===== config.mk =====
export PLATFORM = sky130hd
export DESIGN_NAME = rx_word_packer
export DESIGN_NICKNAME = d
export VERILOG_FILES = /design/src/rtl/rx_word_packer_pkg.sv /design/src/rtl/rx_word_packer_fifo.sv /design/src/rtl/rx_word_packer.sv
export SDC_FILE = /design/constraint.sdc
export NUM_CORES = 1
export LEC_CHECK = 0
export CAP_MARGIN = 30
export CORE_MARGIN = 2
export CORE_UTILIZATION = 67
export CTS_BUF_LIST = sky130_fd_sc_hd__clkbuf_4
export DETAILED_ROUTE_END_ITERATION = 6
export PLACE_DENSITY_LB_ADDON = 0.12
export SLEW_MARGIN = 5
export SYNTH_ARGS = -nofsm -noshare
export SYNTH_HDL_FRONTEND = slang
export SYNTH_HIERARCHICAL = 1
export SYNTH_SLANG_ARGS = --single-unit

===== constraint.sdc =====
create_clock -name clk -period 7.9 [get_ports clk]
set_input_delay 1.185 -clock clk [delete_from_list [all_inputs] [get_ports clk]]
set_output_delay 1.185 -clock clk [all_outputs]
set_load 0.03 [all_outputs]

===== src/rtl/rx_word_packer_pkg.sv =====
// Shared types and width helpers for the UART Rx word packer.
package rx_word_packer_pkg;

  typedef enum logic {
    LOW_WAIT  = 1'b0,
    HIGH_WAIT = 1'b1
  } pk_state_e;

  // Smallest r with 2**r >= n.
  function automatic int log2_ceil(input int n);
    int r;
    r = 0;
    while ((1 << r) < n) r++;
    return r;
  endfunction

endpackage


===== src/rtl/rx_word_packer_fifo.sv =====
// First-word-fall-through FIFO: head is a combinational read of mem[rd_ptr].
// A push into a full FIFO is only accepted when a pop frees a slot in the same cycle.
module rx_word_packer_fifo
  import rx_word_packer_pkg::*;
#(
  parameter int WIDTH = 16,
  parameter int DEPTH = 8,
  localparam int CW   = log2_ceil(DEPTH + 1),
  localparam int PW   = log2_ceil(DEPTH)
) (
  input  logic             clk,
  input  logic             rst,
  input  logic             push_i,
  input  logic [WIDTH-1:0] push_dat_i,
  input  logic             pop_i,
  output logic             full_o,
  output logic             empty_o,
  output logic [CW-1:0]    count_o,
  output logic [WIDTH-1:0] head_o
);

  logic [WIDTH-1:0] mem_q [DEPTH];
  logic [PW-1:0]    rd_ptr_q, rd_ptr_d;
  logic [PW-1:0]    wr_ptr_q, wr_ptr_d;
  logic [CW-1:0]    count_q, count_d;
  logic             do_push, do_pop;

  assign full_o  = (count_q == CW'(DEPTH));
  assign empty_o = (count_q == '0);
  assign count_o = count_q;
  assign head_o  = mem_q[rd_ptr_q];

  assign do_pop  = pop_i && !empty_o;
  assign do_push = push_i && (!full_o || do_pop);

  // Explicit wrap keeps non-power-of-two depths in range.
  always_comb begin
    rd_ptr_d = rd_ptr_q;
    wr_ptr_d = wr_ptr_q;
    count_d  = count_q;
    if (do_pop)  rd_ptr_d = (rd_ptr_q == PW'(DEPTH - 1)) ? '0 : rd_ptr_q + PW'(1);
    if (do_push) wr_ptr_d = (wr_ptr_q == PW'(DEPTH - 1)) ? '0 : wr_ptr_q + PW'(1);
    if (do_push && !do_pop)      count_d = count_q + CW'(1);
    else if (do_pop && !do_push) count_d = count_q - CW'(1);
  end

  always_ff @(posedge clk) begin
    if (rst) begin
      rd_ptr_q <= '0;
      wr_ptr_q <= '0;
      count_q  <= '0;
    end else begin
      rd_ptr_q <= rd_ptr_d;
      wr_ptr_q <= wr_ptr_d;
      count_q  <= count_d;
    end
  end

  always_ff @(posedge clk) begin
    if (do_push) mem_q[wr_ptr_q] <= push_dat_i;
  end

endmodule


===== src/rtl/rx_word_packer.sv =====
// Pairs UART Rx byte strobes low-byte-first into words, queues them in a FWFT FIFO,
// drops a lone low byte after TIMEOUT idle cycles, and flags FIFO overflow.
module rx_word_packer
  import rx_word_packer_pkg::*;
#(
  parameter int  BITS    = 8,
  parameter int  DEPTH   = 8,
  parameter int  TIMEOUT = 34720,
  localparam int CW      = log2_ceil(DEPTH + 1),
  localparam int TW      = log2_ceil(TIMEOUT + 1)
) (
  input  logic              clk,
  input  logic              rst,
  input  logic              byte_valid,
  input  logic [BITS-1:0]   byte_data,
  input  logic              word_ready,
  input  logic              clr_overflow,
  output logic              word_valid,
  output logic [2*BITS-1:0] word_data,
  output logic [CW-1:0]     count,
  output logic              overflow,
  output logic              frame_err
);

  pk_state_e       state_q, state_d;
  logic [BITS-1:0] low_q, low_d;
  logic [TW-1:0]   timer_q, timer_d;
  logic            overflow_q, overflow_d;
  logic            frame_err_q, frame_err_d;
  logic            push, pop, fifo_full, fifo_empty;

  always_comb begin
    state_d     = state_q;
    low_d       = low_q;
    timer_d     = timer_q;
    frame_err_d = 1'b0;
    push        = 1'b0;
    case (state_q)
      LOW_WAIT: begin
        if (byte_valid) begin
          low_d   = byte_data;
          timer_d = '0;
          state_d = HIGH_WAIT;
        end
      end
      HIGH_WAIT: begin
        // A high byte on the timeout cycle still completes the word.
        if (byte_valid) begin
          push    = 1'b1;
          state_d = LOW_WAIT;
        end else if (timer_q == TW'(TIMEOUT - 1)) begin
          frame_err_d = 1'b1;
          state_d     = LOW_WAIT;
        end else begin
          timer_d = timer_q + TW'(1);
        end
      end
    endcase
  end

  assign pop = !fifo_empty && word_ready;

  always_comb begin
    overflow_d = overflow_q;
    if (push && fifo_full && !pop) overflow_d = 1'b1;
    else if (clr_overflow)         overflow_d = 1'b0;
  end

  always_ff @(posedge clk) begin
    if (rst) begin
      state_q     <= LOW_WAIT;
      low_q       <= '0;
      timer_q     <= '0;
      overflow_q  <= 1'b0;
      frame_err_q <= 1'b0;
    end else begin
      state_q     <= state_d;
      low_q       <= low_d;
      timer_q     <= timer_d;
      overflow_q  <= overflow_d;
      frame_err_q <= frame_err_d;
    end
  end

  rx_word_packer_fifo #(
    .WIDTH (2 * BITS),
    .DEPTH (DEPTH)
  ) u_fifo (
    .clk        (clk),
    .rst        (rst),
    .push_i     (push),
    .push_dat_i ({byte_data, low_q}),
    .pop_i      (pop),
    .full_o     (fifo_full),
    .empty_o    (fifo_empty),
    .count_o    (count),
    .head_o     (word_data)
  );

  assign word_valid = !fifo_empty;
  assign overflow   = overflow_q;
  assign frame_err  = frame_err_q;

endmodule

==> results of run 1 <==
cells by family after synthesis:
kind of cell	count (synthesis)	share of synthesized area, %
flip-flops	168	68.4
AND/OR/NAND/NOR	111	8.41
multiplexers	57	14.7
AO/OA/AOI/OAI	39	4.28
buffers and inverters	29	1.90
adder cells (fa/ha/maj)	9	1.77
XOR/XNOR	4	0.516
critical path, cell delays in order (launching register included):
cell,delay [ns]
dfxtp_2,0.33
buf_4,0.51
mux4_2,0.59
mux2_2,0.28
clkdlybuf4s50_1,0.60
Yosys cell counts, types with 3 or more instances:
master / number
edfxtp_1: 128
dfxtp_1: 40
mux4_2: 32
nand2_1: 29
nor2_1: 23
mux2_2: 21
a21oi_1: 17
clkbuf_1: 11
nor3_1: 11
inv_1: 9
ha_1: 8
nand4_1: 7
nand2b_1: 5
nand3_1: 5
nor2b_1: 5
nor4_1: 5
a31oi_1: 4
and3_1: 4
mux2i_1: 4
and2_1: 3
buf_1: 3
buf_4: 3
nand4b_1: 3
or3_1: 3
xnor2_1: 3
path summary, 6_finish.rpt:
check / from / to / slack (ns) / cells past startpoint
max: flop / word_data[4] / 3.84 / 4
min: timer_q[13] / timer_q[13] / 0.54 / 2
max reg2reg: u_fifo/count_o[1] / u_fifo/count_o[3] / 4.89 / 11
min reg2reg: timer_q[13] / timer_q[13] / 0.54 / 2
power by group:
part / switching (uW) / total [uW] / internal (uW)
combinational: 209 / 405 / 197
sequential: 32.6 / 1000 / 972
clock: 279 / 472 / 192
total: 521 / 1880 / 1360
layout make-up:
cell class              instances  area, um2
clock buffers                  19        143
clock inverters                13        130
flip-flops and latches        168       4650
repair buffers                 47        444
well taps                     133        166
multi-input cells             220       2040
fillers                       603       2210
inverters                      10       37.5
stage by stage:
step	cell area, um2	hold WS [ns]	total power [uW]	std cells	setup WS [ns]
floorplan	6790	0.483	1320	417	4.12
global placement	7320	0.510	1420	577	4.08
finish	7610	0.541	1880	610	3.84
global route	7610	0.578	1960	610	3.65
detailed placement	7330	0.519	1430	578	3.98
CTS	7610	0.540	1900	610	3.75
flip-flops by register name, indices dropped and copies added, names as in the netlist, named ones only:
signal,flops
timer_q,16
u_fifo/count_o,4
u_fifo/rd_ptr_q,3
frame_err,1
u_fifo/mem_q,128
low_q,8
state_q,1
overflow,1
u_fifo/wr_ptr_q,3
per-layer routing:
metal | wire length [um] | track usage (%)
met2 | 6460 | 41.3
met3 | 796 | 5.99
met1 | 4850 | 30.2
met4 | 119 | 8.95
met5 | 0 | 0
==> flow_summary_export.csv, run 1 <==
group,metric,value,unit
status,status,"completed",
sta,clock.fmax,0.246,GHz
sta,worst-slew-pin-transition,0.971,ns
worst_hold_path,hold_path.class,"flop to flop",
drt,routed_wl,12200,um
synthesis,syn_area_per_cell,16.3,um2
drt,drtAntennaViolNets,0,
clocking,clkLatencyLatePin,0.53,ns
worst_setup_path,crit_required,6.71,ns
drt,wl_per_cell,20.0,um
worst_setup_path,critical_path_class,"flop to output pin",
clocking,clock_path_buffers,2,
global_routing,grt_pass1_vias,3848,
global_routing,grt_pass1_wl,19600,um
worst_setup_path,critPathMaxFanout,32,
clocking,htreeDepth,4,
clocking,numCtsBuffers,17,
synthesis,yosysTopAreaCellShare,56.6,%
die,dieHeight,105,um
sta,hold_viol,0,
cells_and_area,drive_gt1_share,22.9,%
die,start_util,69.1,%
global_routing,overflow,0,
die,rows,36,
worst_setup_path,endpoint_kind,"output pin",
place,dpl.hpwl,7410,um
sta,drv_slew,0,
drt,drt_iter0_drc,260,
cells_and_area,layout_commonest_cell,"edfxtp_1",
sta,period_minus_slack,4.06,ns
clocking,clkTransAtPathRegs,0.13,ns
drt,first_pass_iters,5,
cells_and_area,syn_to_final_growth,12.1,%
global_routing,antenna_found_initial,0,
global_routing,grt_usage,24.2,%
drt,vias_per_cell,6.11,
clocking,cts_sinks,168,
cells_and_area,nets,486,
cells_and_area,diodes,0,
place,place.port_buffers,35,
worst_setup_path,worstSetupStartpointType,"flop",
synthesis,syn_nets,439,
run,cap_violations,0,
die,die_area,11000,um2
sta,fin_skew,0.0161,ns
synthesis,async_reset_ff_share,0,%
die,fp.dieW,105,um
synthesis,synth_area,6790,um2
die,core,9820,um2
synthesis,synth.area.top_cells,"edfxtp_1 (57%), dfxtp_1 (12%), mux4_2 (11%)",
sta,relSlewSlack,35.2,%
clocking,post-cts-setup-buffers,0,
die,ios,36,
synthesis,yosys_most_used_dff,"edfxtp_1",
power,power_density,247,nW/um2
sta,setup_violations,0,
sta,fin_crit_sh,51.4,%
synthesis,ys_types,52,
power,ir_drop,0.293,mV
sta,tns,0,ns
sta,rsz0062_at_grt,"no",
place,gp_congestion,0.828,
clocking,cts-hold-fix-buffers,0,
worst_setup_path,critical_path_arrival,2.87,ns
cells_and_area,most-common-layout-cells,"edfxtp_1 (128), dfxtp_1 (39), clkdlybuf4s50_1 (35)",
global_routing,grt_max_degree,37,
synthesis,yosys_warnings,6,
synthesis,synth-edff-count,128,
drt,route.detailed.drc,0,
power,p_leak,0.00249,uW
synthesis,synth_largest_area_cell,"edfxtp_1",
clocking,cts_resized,0,
synthesis,ys_ff_latch,168,
synthesis,netlist_instances,417,
synthesis,synth-seq-area-share,68.4,%
cells_and_area,final_util,77.5,%
clocking,cts.root.buffer_cell,"clkbuf_4",
clocking,cts_tree,"done",
drt,vias,3728,
(Power assumes the default switching activity.)
==> inputs of run 2 (changes only) <==
Settings changed: CORE_UTILIZATION 67 to 62.
Clock period 7.9 ns to 3.8 ns, I/O delays scaled along.
==> run 2 against run 1 <==
Compared with the run above:
- flip-flop and latch count unchanged
- highest routed layer unchanged
- combinational power increased by 110%
- sequential power increased by 110%
==> flow_summary_export.csv, run 2 (same netlist as run 1, synthesis figures left out) <==
group,metric,value,unit
worst_setup_path,worstSetupStartpointType,"flop",
cells_and_area,diodes,0,
clocking,cts-hold-fix-buffers,0,
cells_and_area,postLayoutCellArea,7710,um2
worst_setup_path,endpoint_kind,"output pin",
clocking,cts.root.buffer_cell,"clkbuf_4",
worst_hold_path,min_from,"timer_q[9]",
sta,hold_viol,0,
worst_setup_path,reg2reg_slack,0.76,ns
cells_and_area,layout_commonest_cell,"edfxtp_1",
cells_and_area,largest_register_ffs,128,
worst_setup_path,reg2reg_depth,11,
sta,setup_violations,0,
die,die_area,11800,um2
die,ios,36,
sta,fin_skew,0.0164,ns
worst_setup_path,critical_path_class,"flop to output pin",
place,place.port_buffers,35,
die,core,10700,um2
power,swShare,26.2,%
drt,route.detailed.drc,0,
die,rows,38,
clocking,cts_tree,"done",
worst_setup_path,crit_slowest_cell,"dfxtp_2",
power,power_frac_clock,27.5,%
global_routing,grt_pass1_vias,3789,
cells_and_area,fin_cells,620,
worst_setup_path,r2r-start,"u_fifo/count_o[1]",
clocking,htreeDepth,4,
worst_hold_path,hold_path.class,"flop to flop",
worst_setup_path,critical_path_buf_inv_count,2,
place,placed_cells,588,
drt,wl_per_cell,20.1,um
power,ir_drop,0.464,mV
power,p_leak,0.00254,uW
drt,drt_iter0_drc,268,
clocking,numCtsBuffers,17,
power,combPwrFrac,20.8,%
status,status,"completed",
global_routing,grt_usage,23.6,%
die,start_util,63.2,%
global_routing,grt_max_degree,36,
place,placed_cell_area,7390,um2
cells_and_area,most-common-layout-cells,"edfxtp_1 (128), dfxtp_1 (39), clkdlybuf4s50_1 (35)",
worst_setup_path,crit_family,"multiplexers",
clocking,cts_sinks,168,
worst_setup_path,crit_required,3.23,ns
global_routing,grt_pass1_wl,20000,um
sta,rsz0062_at_grt,"no",
sta,relSlewSlack,54.3,%
worst_setup_path,cpPeakStageDelay,0.67,ns
run,cap_violations,0,
power,pwr-share-seq,51.7,%
clocking,clock_path_buffers,2,
worst_hold_path,min_path_cells,1,
global_routing,antenna_found_initial,0,
cells_and_area,syn_to_final_growth,13.6,%
worst_hold_path,hold_end,"timer_q[9]",
clocking,clkLatencyLatePin,0.54,ns
place,dp_slack,0.453,ns
clocking,cts_resized,0,
sta,fin_ws,0.373,ns
clocking,clkTransAtPathRegs,0.13,ns
drt,first_pass_iters,4,
sta,period_minus_slack,3.43,ns
sta,worst-slew-pin-transition,0.685,ns
drt,routed_wl,12500,um
sta,drv_slew,0,
worst_setup_path,critPathMaxFanout,12,
die,dieHeight,109,um
drt,vias_per_cell,5.97,
power,p_switching,1070,uW
place,gp_congestion,0.820,
clocking,post-cts-setup-buffers,0,
worst_setup_path,reg2reg_to,"u_fifo/count_o[3]",
worst_setup_path,cp_cell_sequence,"buf_12 -> mux4_2 -> mux2_2 -> clkdlybuf4s50_1",
sta,fin_crit_sh,90.2,%
die,fp.dieW,109,um
cells_and_area,largestRegisters,"u_fifo/mem_q: 128 flops, timer_q: 16 flops, low_q: 8 flops",
drt,vias,3702,
global_routing,overflow,0,
power,p_int,3020,uW
power,power_density,531,nW/um2
power,fin_total_pwr,4090,uW
sta,clock.fmax,0.292,GHz
place,dpl.hpwl,7430,um
cells_and_area,largest-register,"u_fifo/mem_q",
drt,drtAntennaViolNets,0,
cells_and_area,drive_gt1_share,23.5,%
sta,tns,0,ns
worst_setup_path,critical_path_arrival,2.86,ns
cells_and_area,nets,489,
## run 2: worst reg2reg max path: stages, from the launching register on
cell and delay, ns:
dfxtp_1 0.43, nor4_1 0.38, nor2b_1 0.19, o21ai_4 0.34, inv_2 0.10, ha_1 0.23
inv_1 0.13, ha_1 0.29, a21oi_1 0.22, a211oi_1 0.11, a31oi_1 0.18, mux2_2 0.35
## run 2: cell type report
cell class | instances | area, um2
Sequential cell | 168 | 4650
Fill cell | 688 | 3040
Multi-Input combinational cell | 220 | 2040
Timing Repair Buffer | 50 | 488
Tap cell | 140 | 175
Clock buffer | 23 | 173
Clock inverter | 9 | 151
Inverter | 10 | 37.5
## run 2: stage by stage
step	utilization [%]	hold WS, ns
after floorplan	-	0.483
after global placement	68.7	0.511
after detailed placement	68.7	0.521
after CTS	71.8	0.543
after global routing	71.8	0.580
final	71.8	0.544
## run 2: worst max-delay path by stage
stage | to | depth (start not counted)
floorplan | u_fifo/mem_q[0][0] | 4
finish | word_data[0] | 4
global placement | u_fifo/count_o[3] | 11
global route | word_data[0] | 4
CTS | word_data[0] | 4
detailed placement | u_fifo/count_o[3] | 11
## run 2: power by group through the flow
stage               Sequential, uW  Combinational (uW)  Clock [uW]
finish                        2120                 851        1130
global route                  2130                 913        1210
CTS                           2120                 861        1150
detailed placement            2160                 855           0
global placement              2150                 839           0
floorplan                     2150                 586           0
## run 2: routing by layer
metal / vias up / track usage (%) / part of all wire, %
met3: 12 / 6.46 / 5.6
met5: - / 0 / 0
met1: 1843 / 31.4 / 43
li1: 1735 / - / -
met4: 0 / 7.33 / 0.91
met2: 112 / 38.3 / 51
